`src/rtl/uart_cmd_pkg.sv`:
```
// Shared types, ASCII constants and response tables for the UART command decoder.
package uart_cmd_pkg;

  typedef enum logic [1:0] {
    ST_IDLE  = 2'd0,
    ST_DIGIT = 2'd1,
    ST_RESP  = 2'd2
  } state_t;

  localparam logic [7:0] ASCII_R  = 8'h52;
  localparam logic [7:0] ASCII_C  = 8'h43;
  localparam logic [7:0] ASCII_M  = 8'h4D;
  localparam logic [7:0] ASCII_S  = 8'h53;
  localparam logic [7:0] ASCII_CR = 8'h0D;
  localparam logic [7:0] ASCII_LF = 8'h0A;
  localparam logic [7:0] ASCII_SP = 8'h20;
  localparam logic [7:0] ASCII_0  = 8'h30;
  localparam logic [7:0] ASCII_9  = 8'h39;

  // Element 0 is sent first.
  localparam logic [3:0][7:0] RESP_OK = {ASCII_LF, ASCII_CR, 8'h4B, 8'h4F};
  localparam logic [3:0][7:0] RESP_ER = {ASCII_LF, ASCII_CR, 8'h52, 8'h45};

  // Fold lower-case letters onto upper case so commands are case-insensitive.
  function automatic logic [7:0] to_upper(input logic [7:0] b);
    return ((b >= 8'h61) && (b <= 8'h7A)) ? (b - 8'h20) : b;
  endfunction

endpackage

```
`src/rtl/uart_cmd_decoder_if.sv`:
```
// Bundle of the decoder's RX input, command outputs and TX FIFO handshake.
interface uart_cmd_decoder_if #(
  parameter int VALUE_W = 14
);
  logic [7:0]         rx_data;
  logic               rx_done;
  logic               cmd_run;
  logic               cmd_clear;
  logic               cmd_mode;
  logic               cmd_load;
  logic [VALUE_W-1:0] load_value;
  logic [7:0]         tx_data;
  logic               tx_push;
  logic               tx_full;
  logic               busy;

  // Driver side (UART RX front end / TX FIFO / testbench).
  modport master (
    output rx_data, rx_done, tx_full,
    input  cmd_run, cmd_clear, cmd_mode, cmd_load, load_value, tx_data, tx_push, busy
  );

  // Decoder side.
  modport slave (
    input  rx_data, rx_done, tx_full,
    output cmd_run, cmd_clear, cmd_mode, cmd_load, load_value, tx_data, tx_push, busy
  );
endinterface

```
`src/rtl/uart_resp_tx.sv`:
```
// Response byte sequencer: walks a 4-byte OK/ER table into the TX FIFO,
// stalling while the FIFO is full and flagging the final push.
module uart_resp_tx
  import uart_cmd_pkg::*;
(
  input  logic       clk,
  input  logic       rst,
  input  logic       i_start,
  input  logic       i_ok,
  input  logic       i_active,
  input  logic       i_tx_full,
  output logic [7:0] o_tx_data,
  output logic       o_tx_push,
  output logic       o_done
);
  logic [1:0] r_idx;
  logic       r_ok;
  logic       w_push;

  assign w_push = i_active && !i_tx_full;

  // Latch the response kind on start; advance the byte index only on a push.
  always_ff @(posedge clk or negedge rst) begin
    if (!rst) begin
      r_idx <= 2'd0;
      r_ok  <= 1'b0;
    end else if (i_start) begin
      r_idx <= 2'd0;
      r_ok  <= i_ok;
    end else if (w_push) begin
      r_idx <= r_idx + 2'd1;
    end
  end

  assign o_tx_push = w_push;
  assign o_tx_data = !i_active ? 8'h00 : (r_ok ? RESP_OK[r_idx] : RESP_ER[r_idx]);
  assign o_done    = w_push && (r_idx == 2'd3);

endmodule

```
`src/rtl/uart_cmd_decoder.sv`:
```
// ASCII command parser: single-letter commands R/C/M and a decimal load
// command "S<digits><CR|LF>", each answered with "OK\r\n" or "ER\r\n".
module uart_cmd_decoder
  import uart_cmd_pkg::*;
#(
  parameter int DIGITS  = 4,
  parameter int VALUE_W = 14
) (
  input logic               clk,
  input logic               rst,
  uart_cmd_decoder_if.slave bus
);
  localparam int CNT_W = $clog2(DIGITS + 1);

  state_t             r_state;
  logic [VALUE_W-1:0] r_acc;
  logic [CNT_W-1:0]   r_cnt;
  logic               r_cmd_run, r_cmd_clear, r_cmd_mode, r_cmd_load;
  logic [VALUE_W-1:0] r_load_value;

  state_t             w_next_state;
  logic [VALUE_W-1:0] w_acc_next;
  logic [CNT_W-1:0]   w_cnt_next;
  logic               w_run_next, w_clear_next, w_mode_next, w_load_next;
  logic [VALUE_W-1:0] w_load_value_next;
  logic               w_start, w_ok, w_done;
  logic [7:0]         w_byte;
  logic [3:0]         w_digit_val;
  logic               w_is_digit, w_is_eol;
  logic [7:0]         w_tx_data;
  logic               w_tx_push;

  assign w_byte      = to_upper(bus.rx_data);
  assign w_digit_val = bus.rx_data[3:0];
  assign w_is_digit  = (bus.rx_data >= ASCII_0) && (bus.rx_data <= ASCII_9);
  assign w_is_eol    = (bus.rx_data == ASCII_CR) || (bus.rx_data == ASCII_LF);

  // State, accumulator and registered command pulses.
  always_ff @(posedge clk or negedge rst) begin
    if (!rst) begin
      r_state      <= ST_IDLE;
      r_acc        <= '0;
      r_cnt        <= '0;
      r_cmd_run    <= 1'b0;
      r_cmd_clear  <= 1'b0;
      r_cmd_mode   <= 1'b0;
      r_cmd_load   <= 1'b0;
      r_load_value <= '0;
    end else begin
      r_state      <= w_next_state;
      r_acc        <= w_acc_next;
      r_cnt        <= w_cnt_next;
      r_cmd_run    <= w_run_next;
      r_cmd_clear  <= w_clear_next;
      r_cmd_mode   <= w_mode_next;
      r_cmd_load   <= w_load_next;
      r_load_value <= w_load_value_next;
    end
  end

  // Parse the incoming byte; bytes arriving while a response is out are dropped.
  always_comb begin
    w_next_state      = r_state;
    w_acc_next        = r_acc;
    w_cnt_next        = r_cnt;
    w_run_next        = 1'b0;
    w_clear_next      = 1'b0;
    w_mode_next       = 1'b0;
    w_load_next       = 1'b0;
    w_load_value_next = r_load_value;
    w_start           = 1'b0;
    w_ok              = 1'b0;
    case (r_state)
      ST_IDLE: begin
        if (bus.rx_done) begin
          if (w_byte == ASCII_R || w_byte == ASCII_C || w_byte == ASCII_M) begin
            w_run_next   = (w_byte == ASCII_R);
            w_clear_next = (w_byte == ASCII_C);
            w_mode_next  = (w_byte == ASCII_M);
            w_start      = 1'b1;
            w_ok         = 1'b1;
            w_next_state = ST_RESP;
          end else if (w_byte == ASCII_S) begin
            w_acc_next   = '0;
            w_cnt_next   = '0;
            w_next_state = ST_DIGIT;
          end else if (w_is_eol || bus.rx_data == ASCII_SP) begin
            w_next_state = ST_IDLE;
          end else begin
            w_start      = 1'b1;
            w_next_state = ST_RESP;
          end
        end
      end
      ST_DIGIT: begin
        if (bus.rx_done) begin
          if (w_is_digit && (r_cnt < CNT_W'(DIGITS))) begin
            w_acc_next = r_acc * VALUE_W'(10) + VALUE_W'(w_digit_val);
            w_cnt_next = r_cnt + CNT_W'(1);
          end else if (w_is_eol && (r_cnt != '0)) begin
            w_load_next       = 1'b1;
            w_load_value_next = r_acc;
            w_start           = 1'b1;
            w_ok              = 1'b1;
            w_next_state      = ST_RESP;
          end else begin
            w_start      = 1'b1;
            w_next_state = ST_RESP;
          end
        end
      end
      ST_RESP: begin
        if (w_done) w_next_state = ST_IDLE;
      end
      default: w_next_state = ST_IDLE;
    endcase
  end

  uart_resp_tx u_resp_tx (
    .clk       (clk),
    .rst       (rst),
    .i_start   (w_start),
    .i_ok      (w_ok),
    .i_active  (r_state == ST_RESP),
    .i_tx_full (bus.tx_full),
    .o_tx_data (w_tx_data),
    .o_tx_push (w_tx_push),
    .o_done    (w_done)
  );

  assign bus.cmd_run    = r_cmd_run;
  assign bus.cmd_clear  = r_cmd_clear;
  assign bus.cmd_mode   = r_cmd_mode;
  assign bus.cmd_load   = r_cmd_load;
  assign bus.load_value = r_load_value;
  assign bus.tx_data    = w_tx_data;
  assign bus.tx_push    = w_tx_push;
  assign bus.busy       = (r_state != ST_IDLE);

endmodule

```
`src/flat_wrapper.sv`:
```
// flat-port wrapper written by rule: the top's interface ports become plain ports
module uart_cmd_decoder_flat import uart_cmd_pkg::*;
#(
  parameter int DIGITS  = 4,
  parameter int VALUE_W = 14
)
  (clk, rst, bus_rx_data, bus_rx_done, bus_tx_full, bus_cmd_run, bus_cmd_clear, bus_cmd_mode, bus_cmd_load, bus_load_value, bus_tx_data, bus_tx_push, bus_busy);
  uart_cmd_decoder_if #(.VALUE_W(VALUE_W)) bus_i ();
  input logic clk;
  input logic rst;
  input wire logic [$bits(bus_i.rx_data)-1:0] bus_rx_data;
  input wire logic [$bits(bus_i.rx_done)-1:0] bus_rx_done;
  input wire logic [$bits(bus_i.tx_full)-1:0] bus_tx_full;
  output wire logic [$bits(bus_i.cmd_run)-1:0] bus_cmd_run;
  output wire logic [$bits(bus_i.cmd_clear)-1:0] bus_cmd_clear;
  output wire logic [$bits(bus_i.cmd_mode)-1:0] bus_cmd_mode;
  output wire logic [$bits(bus_i.cmd_load)-1:0] bus_cmd_load;
  output wire logic [$bits(bus_i.load_value)-1:0] bus_load_value;
  output wire logic [$bits(bus_i.tx_data)-1:0] bus_tx_data;
  output wire logic [$bits(bus_i.tx_push)-1:0] bus_tx_push;
  output wire logic [$bits(bus_i.busy)-1:0] bus_busy;
  assign bus_i.rx_data = bus_rx_data;
  assign bus_i.rx_done = bus_rx_done;
  assign bus_i.tx_full = bus_tx_full;
  assign bus_cmd_run = bus_i.cmd_run;
  assign bus_cmd_clear = bus_i.cmd_clear;
  assign bus_cmd_mode = bus_i.cmd_mode;
  assign bus_cmd_load = bus_i.cmd_load;
  assign bus_load_value = bus_i.load_value;
  assign bus_tx_data = bus_i.tx_data;
  assign bus_tx_push = bus_i.tx_push;
  assign bus_busy = bus_i.busy;
  uart_cmd_decoder #(.DIGITS(DIGITS), .VALUE_W(VALUE_W)) u_core (.clk(clk), .rst(rst), .bus(bus_i));
endmodule
```
`config.mk`:
```
export PLATFORM = sky130hd
export DESIGN_NAME = uart_cmd_decoder_flat
export DESIGN_NICKNAME = d
export VERILOG_FILES = /design/src/rtl/uart_cmd_pkg.sv /design/src/rtl/uart_cmd_decoder_if.sv /design/src/rtl/uart_resp_tx.sv /design/src/rtl/uart_cmd_decoder.sv /design/src/flat_wrapper.sv
export SDC_FILE = /design/constraint.sdc
export NUM_CORES = 1
export LEC_CHECK = 0
export ABC_CLOCK_PERIOD_IN_PS = 5010
export CORE_MARGIN = 4
export CORE_UTILIZATION = 30
export CTS_CLUSTER_SIZE = 24
export DETAILED_ROUTE_END_ITERATION = 6
export PLACE_DENSITY = 0.52
export SETUP_SLACK_MARGIN = 0.05
export SYNTH_ARGS = -nofsm -noshare
export SYNTH_HDL_FRONTEND = slang
export SYNTH_SLANG_ARGS = --single-unit
export TNS_END_PERCENT = 1
```
`constraint.sdc`:
```
create_clock -name clk -period 5.01 [get_ports clk]
set_clock_uncertainty 0.2 [all_clocks]
set_input_delay 1.503 -clock clk [delete_from_list [all_inputs] [get_ports clk]]
set_output_delay 1.503 -clock clk [all_outputs]
set_load 0.01 [all_outputs]
```
==> results.md, run 1 <==
* CTS buffer count at 5
* Layout Nets at 359
* Most common cell in the netlist: dfrtp_1
* Top cells by area, synth: dfrtp_1, ha_1, mux2_2, xnor2_1, a22o_1
* Setup violations, final at 0
* Synth Register Bits at 40
* Max Transition Viols Final at 0
* Synth cell count leaders: dfrtp_1, ha_1, nand2_1, nor2_1
* EDFF count, synth at 0
* WP data required at 3.31 ns
* Netlist cell types at 55
* CTS tree: built
* Crit path cell chain: clkdlybuf4s50_1, nor2_1, clkdlybuf4s50_1
* Total Routing Usage GR at 0.117
* FFs w/ async S/R, synth at 1.00
* Wire length per cell at 14.4 um
* First-pass GRT wire length at 10600 um
* Power density over the cells at 252 mW/mm^2
* Post-DRT Antenna Nets at 0
* Final WL at 6090 um
* Storage cell area at 0.00100 sq mm
* Worst EP arrival at 2.73 ns
* Drt first-iter violations at 53
* Row Count at 34
* Drc violations at 0
* Cell count after synthesis at 275
* LEAKAGE at 0.00155 uW
* RSZ-0062 raised after global routing: false
* Max Clk Rate at 225 MHz
* Sequential-to-total area share from yosys stat at 0.360
* Initial Util at 0.313
* Worst IR Drop VDD at 0.000114 V
* N_diodes at 0
* CP max stage delay at 0.58 ns
* Fin util at 0.380
* Primary FF master, synth: dfrtp_1
* Setup Buffers After CTS at 0
* Vias in the first global route at 2110
* CTS Sinks at 40
* Max transition margin at 0.264
* CP Class: input port to output pin
* Post-cts gate resize count at 0
* # IOs at 40
* H-tree Lvls at 2
* Final cell count without fillers at 423
* Grt ovf at 0
* Hold buffers post-CTS at 0
* Most frequent cell on the critical path: clkdlybuf4s50_1
* Worst-Margin Slew at 1.10 ns
* Clock root buffer: clkbuf_8
* Die height at 104 um
* Vias per inst at 5.01
* Share of cells above drive strength 1 at 0.130
* Maxcap violations at 0
* Startpoint types: input port
* Final period util at 0.885
* CP max FO at 3
* Die width at 104 um
* Inst Count DP at 415
* Via count at 2120
* Input/output buffers at 37
* Worst Setup End Kind: output pin
* Filler instances at 887
* Area of the multi-input gates at 0.00170 sq mm
* GPL Wtd Cong at 0.820
* Setup TNS Final at 0 ns
* Clock transition at path regs at 0.08 ns
* Synth top area share at 0.360
* Hold WC Path Type: flop to flop
* Power Total at 851 uW
* Clk_lat worst skew at 0.29 ns
* Max clock buf depth at 2
* Status: finished, final reports clean
* Hpwl dp at 4640 um
* Yosys warnings at 0
* Tmin final at 4.44 ns
* Slowest CP cell: clkdlybuf4s50_1
* Drt pass-1 iters at 4
* Final Hold Vio Count at 0
* Largest net degree at the start of global routing at 41
* Area of the mapped netlist at 0.00278 sq mm
* Initial antenna violation count at 0
* Synthesized area per cell at 10.1 sq um
* Synth area leader: dfrtp_1
* Core Area at 0.00889 sq mm
* Die area at 0.0109 sq mm
* Synth-to-layout area growth at 21.5%
==> routing by layer <==
| layer | global-route usage | up-vias | part of all wire |
|---|---|---|---|
| li1 | - | 1073 | - |
| met1 | 0.170 | 1000 | 0.52 |
| met2 | 0.180 | 42 | 0.44 |
| met3 | 0.0236 | 5 | 0.033 |
| met4 | 0.0199 | 0 | 0.0059 |
| met5 | 0 | - | 0 |
==> worst max-delay path: cells and delay by family <==
family / cells / cell delay [ns]
buf+inv: 2 / 1.01
simple gates: 1 / 0.22
==> report_power, final <==
part / leakage (uW) / internal [uW] / switching (uW)
combinational: 0.000947 / 118 / 110
clock: 0.0000552 / 148 / 117
sequential: 0.000552 / 335 / 22.9
==> cells in the final DEF, fill, tap and decap left out, types with 2 or more instances in the layout <==
| master | count |
|---|---|
| a211oi_1 | 4 |
| a21boi_0 | 2 |
| a21o_1 | 4 |
| a21oi_1 | 14 |
| a22o_1 | 9 |
| and3_2 | 2 |
| and3b_1 | 2 |
| and4b_1 | 2 |
| buf_4 | 3 |
| clkbuf_8 | 5 |
| clkdlybuf4s50_1 | 36 |
| conb_1 | 2 |
| dfrtp_1 | 40 |
| fa_1 | 2 |
| ha_1 | 31 |
| inv_1 | 12 |
| mux2_2 | 14 |
| nand2_1 | 19 |
| nand2b_1 | 4 |
| nand3_1 | 3 |
| nor2_1 | 19 |
| nor2b_1 | 8 |
| nor3_1 | 5 |
| nor3b_1 | 2 |
| nor4_1 | 3 |
| nor4_4 | 2 |
| o21a_1 | 2 |
| o21ai_0 | 6 |
| o31ai_1 | 8 |
| or2_2 | 3 |
| or2b_2 | 2 |
| xnor2_1 | 13 |
| xor2_1 | 7 |
==> metrics by stage <==
stage	setup slack (ns)	cell area [sq um]	hold WS (ns)
after floorplan	1.43	2790	0.267
after global placement	0.589	3270	0.290
after detailed placement	0.573	3270	0.289
after CTS	0.562	3380	0.310
after global routing	0.484	3380	0.319
final	0.574	3380	0.303
==> area by class of cell <==
| cell class | instances | area share |
|---|---|---|
| clock buffer | 6 | 0.0215 |
| timing repair buffer | 40 | 0.115 |
| tap | 108 | 0.0400 |
| sequential | 40 | 0.296 |
| clock inverter | 2 | 0.0104 |
| multi-input combinational | 215 | 0.504 |
| inverter | 12 | 0.0133 |
==> flip-flops by register name, summed over array words and instances (netlist names) <==
| name | cells |
|---|---|
| u_core.r_state | 2 |
| u_core.bus.cmd_clear | 1 |
| u_core.bus.load_value | 14 |
| u_core.bus.cmd_mode | 1 |
| u_core.u_resp_tx.r_ok | 1 |
| u_core.r_acc | 14 |
| u_core.u_resp_tx.r_idx | 2 |
| u_core.bus.cmd_load | 1 |
| u_core.r_cnt | 3 |
| u_core.bus.cmd_run | 1 |
==> cell families (layout without fill, tap and decap cells) <==
| logic type | after synthesis | in the layout | share of synthesized area |
|---|---|---|---|
| xor gates and xnor gates | 20 | 20 | 0.0630 |
| buffers and inverters | 21 | 60 | 0.0346 |
| AOI/OAI and AO/OA | 60 | 60 | 0.153 |
| adders and majority gates | 33 | 33 | 0.154 |
| muxes | 14 | 14 | 0.0567 |
| other | 1 | 2 | 0.00135 |
| DFF | 40 | 40 | 0.360 |
| and+or+nand+nor | 86 | 86 | 0.178 |
==> worst paths after layout <==
path | cells past startpoint | endpoint | startpoint | slack, ns
setup / recovery | 3 | bus_tx_push | bus_tx_full | 0.57
hold / removal | 1 | u_core.r_acc[13]$_DFFE_PN0P_ | u_core.r_acc[13]$_DFFE_PN0P_ | 0.30
setup reg to reg | 11 | u_core.r_acc[13]$_DFFE_PN0P_ | u_core.r_acc[1]$_DFFE_PN0P_ | 1.57
hold reg to reg | 1 | u_core.r_acc[13]$_DFFE_PN0P_ | u_core.r_acc[13]$_DFFE_PN0P_ | 0.30
max in group asynchronous | 1 | u_core.bus.load_value[0]$_DFFE_PN0P_ | rst | 2.89
min in group asynchronous | 1 | u_core.bus.load_value[11]$_DFFE_PN0P_ | rst | 1.14
Power figures use the tool's default switching activity.
==> run 2, diff against run 1 <==
Settings changed: CORE_ASPECT_RATIO set to 0.9, CORE_UTILIZATION 30 to 48, PLACE_DENSITY 0.52 to 0.75.
==> run 2 against run 1 <==
Largest power group unchanged. Combinational power grew 3%. Worst hold slack improved by 0.0055 ns. Sequential share of layout area grew 0.63 points.
==> results.md, run 2 (synthesized netlist as in run 1, its figures left out) <==
* Die area at 0.00708 sq mm
* Via count at 2129
* Die height at 80.2 um
* Fin util at 0.585
* Drt pass-1 iters at 4
* Gate power share at 0.289
* Final WL at 5850 um
* Total Routing Usage GR at 0.176
* CP Class: input port to output pin
* Clock transition at path regs at 0.07 ns
* RSZ-0062 raised after global routing: false
* CP max stage delay at 0.58 ns
* CP max FO at 3
* Synth-to-layout area growth at 19.0%
* # IOs at 40
* Post-DRT Antenna Nets at 0
* WHS Endpoint: u_core.bus.load_value[12]$_DFFE_PN0P_
* Commonest non-fill, non-tap cell in the layout: dfrtp_1
* Clk_lat worst skew at 0.29 ns
* Wire length per cell at 15.2 um
* Initial antenna violation count at 0
* Tmin final at 4.46 ns
* Hold WC Path Type: flop to flop
* Most frequent cell on the critical path: clkdlybuf4s50_1
* Die width at 88.2 um
* WP data required at 3.31 ns
* Post-cts gate resize count at 0
* Max transition margin at 0.293
* Power share of the clock group at 0.270
* Max Clk Rate at 224 MHz
* Vias in the first global route at 2090
* Drt first-iter violations at 95
* Max Transition Viols Final at 0
* Status: finished, final reports clean
* Clock root buffer: clkbuf_8
* Hpwl dp at 4410 um
* Crit path cell chain: clkdlybuf4s50_1, nor2_1, clkdlybuf4s50_1
* Worst IR Drop VDD at 0.000236 V
* Startpoint types: input port
* Power Internal at 563 uW
* CTS Sinks at 40
* Hold depth at 1
* Slowest CP cell: clkdlybuf4s50_1
* Core Area at 0.00566 sq mm
* Layout Nets at 358
* Reg2Reg Capture Point: u_core.r_acc[13]$_DFFE_PN0P_
* LEAKAGE at 0.00154 uW
* Final Hold Vio Count at 0
* HP Start: u_core.bus.load_value[12]$_DFFE_PN0P_
* Vias per inst at 5.54
* Largest net degree at the start of global routing at 41
* Switching power at 248 uW
* R2r setup slk at 1.51 ns
* Worst-Margin Slew at 1.06 ns
* WHS at 0.309 ns
* Max clock buf depth at 2
* Worst EP arrival at 2.76 ns
* Sw Share at 0.306
* Maxcap violations at 0
* Worst r2r src: u_core.r_acc[1]$_DFFE_PN0P_
* Sequential Power Share at 0.441
* Setup Buffers After CTS at 0
* Setup violations, final at 0
* Power density over the cells at 245 mW/mm^2
* CTS buffer count at 5
* Filler instances at 474
* Final period util at 0.890
* Worst Setup End Kind: output pin
* GPL Wtd Cong at 0.846
* N_diodes at 0
* Grt ovf at 0
* Row Count at 26
* R2R cell count at 11
* CTS tree: built
* Drc violations at 0
* First-pass GRT wire length at 9880 um
* Setup TNS Final at 0 ns
* Initial Util at 0.491
* Input/output buffers at 37
* Hold buffers post-CTS at 0
* Most frequent cells in the layout: dfrtp_1, clkdlybuf4s50_1, ha_1
* Share of cells above drive strength 1 at 0.131
* H-tree Lvls at 2
## run 2: area by class of cell
cell class | count | area [sq um] | area share
multi-input cells | 215 | 1700 | 0.515
flip-flops and latches | 40 | 1000 | 0.302
repair buffers | 39 | 380 | 0.115
well taps | 70 | 87.6 | 0.0265
clock buffers | 6 | 82.6 | 0.0250
inverters | 12 | 45.0 | 0.0136
clock inverters | 2 | 10.0 | 0.00302
## run 2: routing by layer
layer  GRT usage  wire [um]  vias to the layer above
li1            -          -                     1062
met1       0.253       2960                     1022
met2       0.271       2650                       41
met3      0.0349        195                        4
met4      0.0438         42                        0
met5           0          0                        -
## run 2: power groups by stage
stage,Sequential [uW],Clock [uW],Combinational [uW]
after floorplan,358,0,120
after global placement,363,0,227
after detailed placement,364,0,234
after CTS,358,227,236
after global routing,362,241,256
final,358,219,234
## run 2: worst max path at each step
stage | end | slack, ns | startpoint | depth (start not counted)
detailed placement | bus_tx_push | 0.57 | bus_tx_full | 3
CTS | bus_tx_push | 0.55 | bus_tx_full | 3
finish | bus_tx_push | 0.55 | bus_tx_full | 3
global route | bus_tx_push | 0.51 | bus_tx_full | 3
floorplan | u_core.u_resp_tx.r_ok$_DFFE_PN0P_ | 1.43 | bus_rx_data[0] | 7
global placement | bus_tx_push | 0.59 | bus_tx_full | 3
## run 2: metrics by stage
step	instance area (sq um)	std cells	total power (uW)	worst slack, ns
floorplan	2790	276	478	1.43
global placement	3220	376	591	0.589
detailed placement	3220	376	598	0.565
CTS	3310	384	821	0.554
global route	3310	384	859	0.507
finish	3310	384	811	0.551
## run 2: critical path: cells and delay by family
| kind | cells | cell delay (ns) |
|---|---|---|
| buffers and inverters | 2 | 1.02 |
| and+or+nand+nor | 1 | 0.23 |
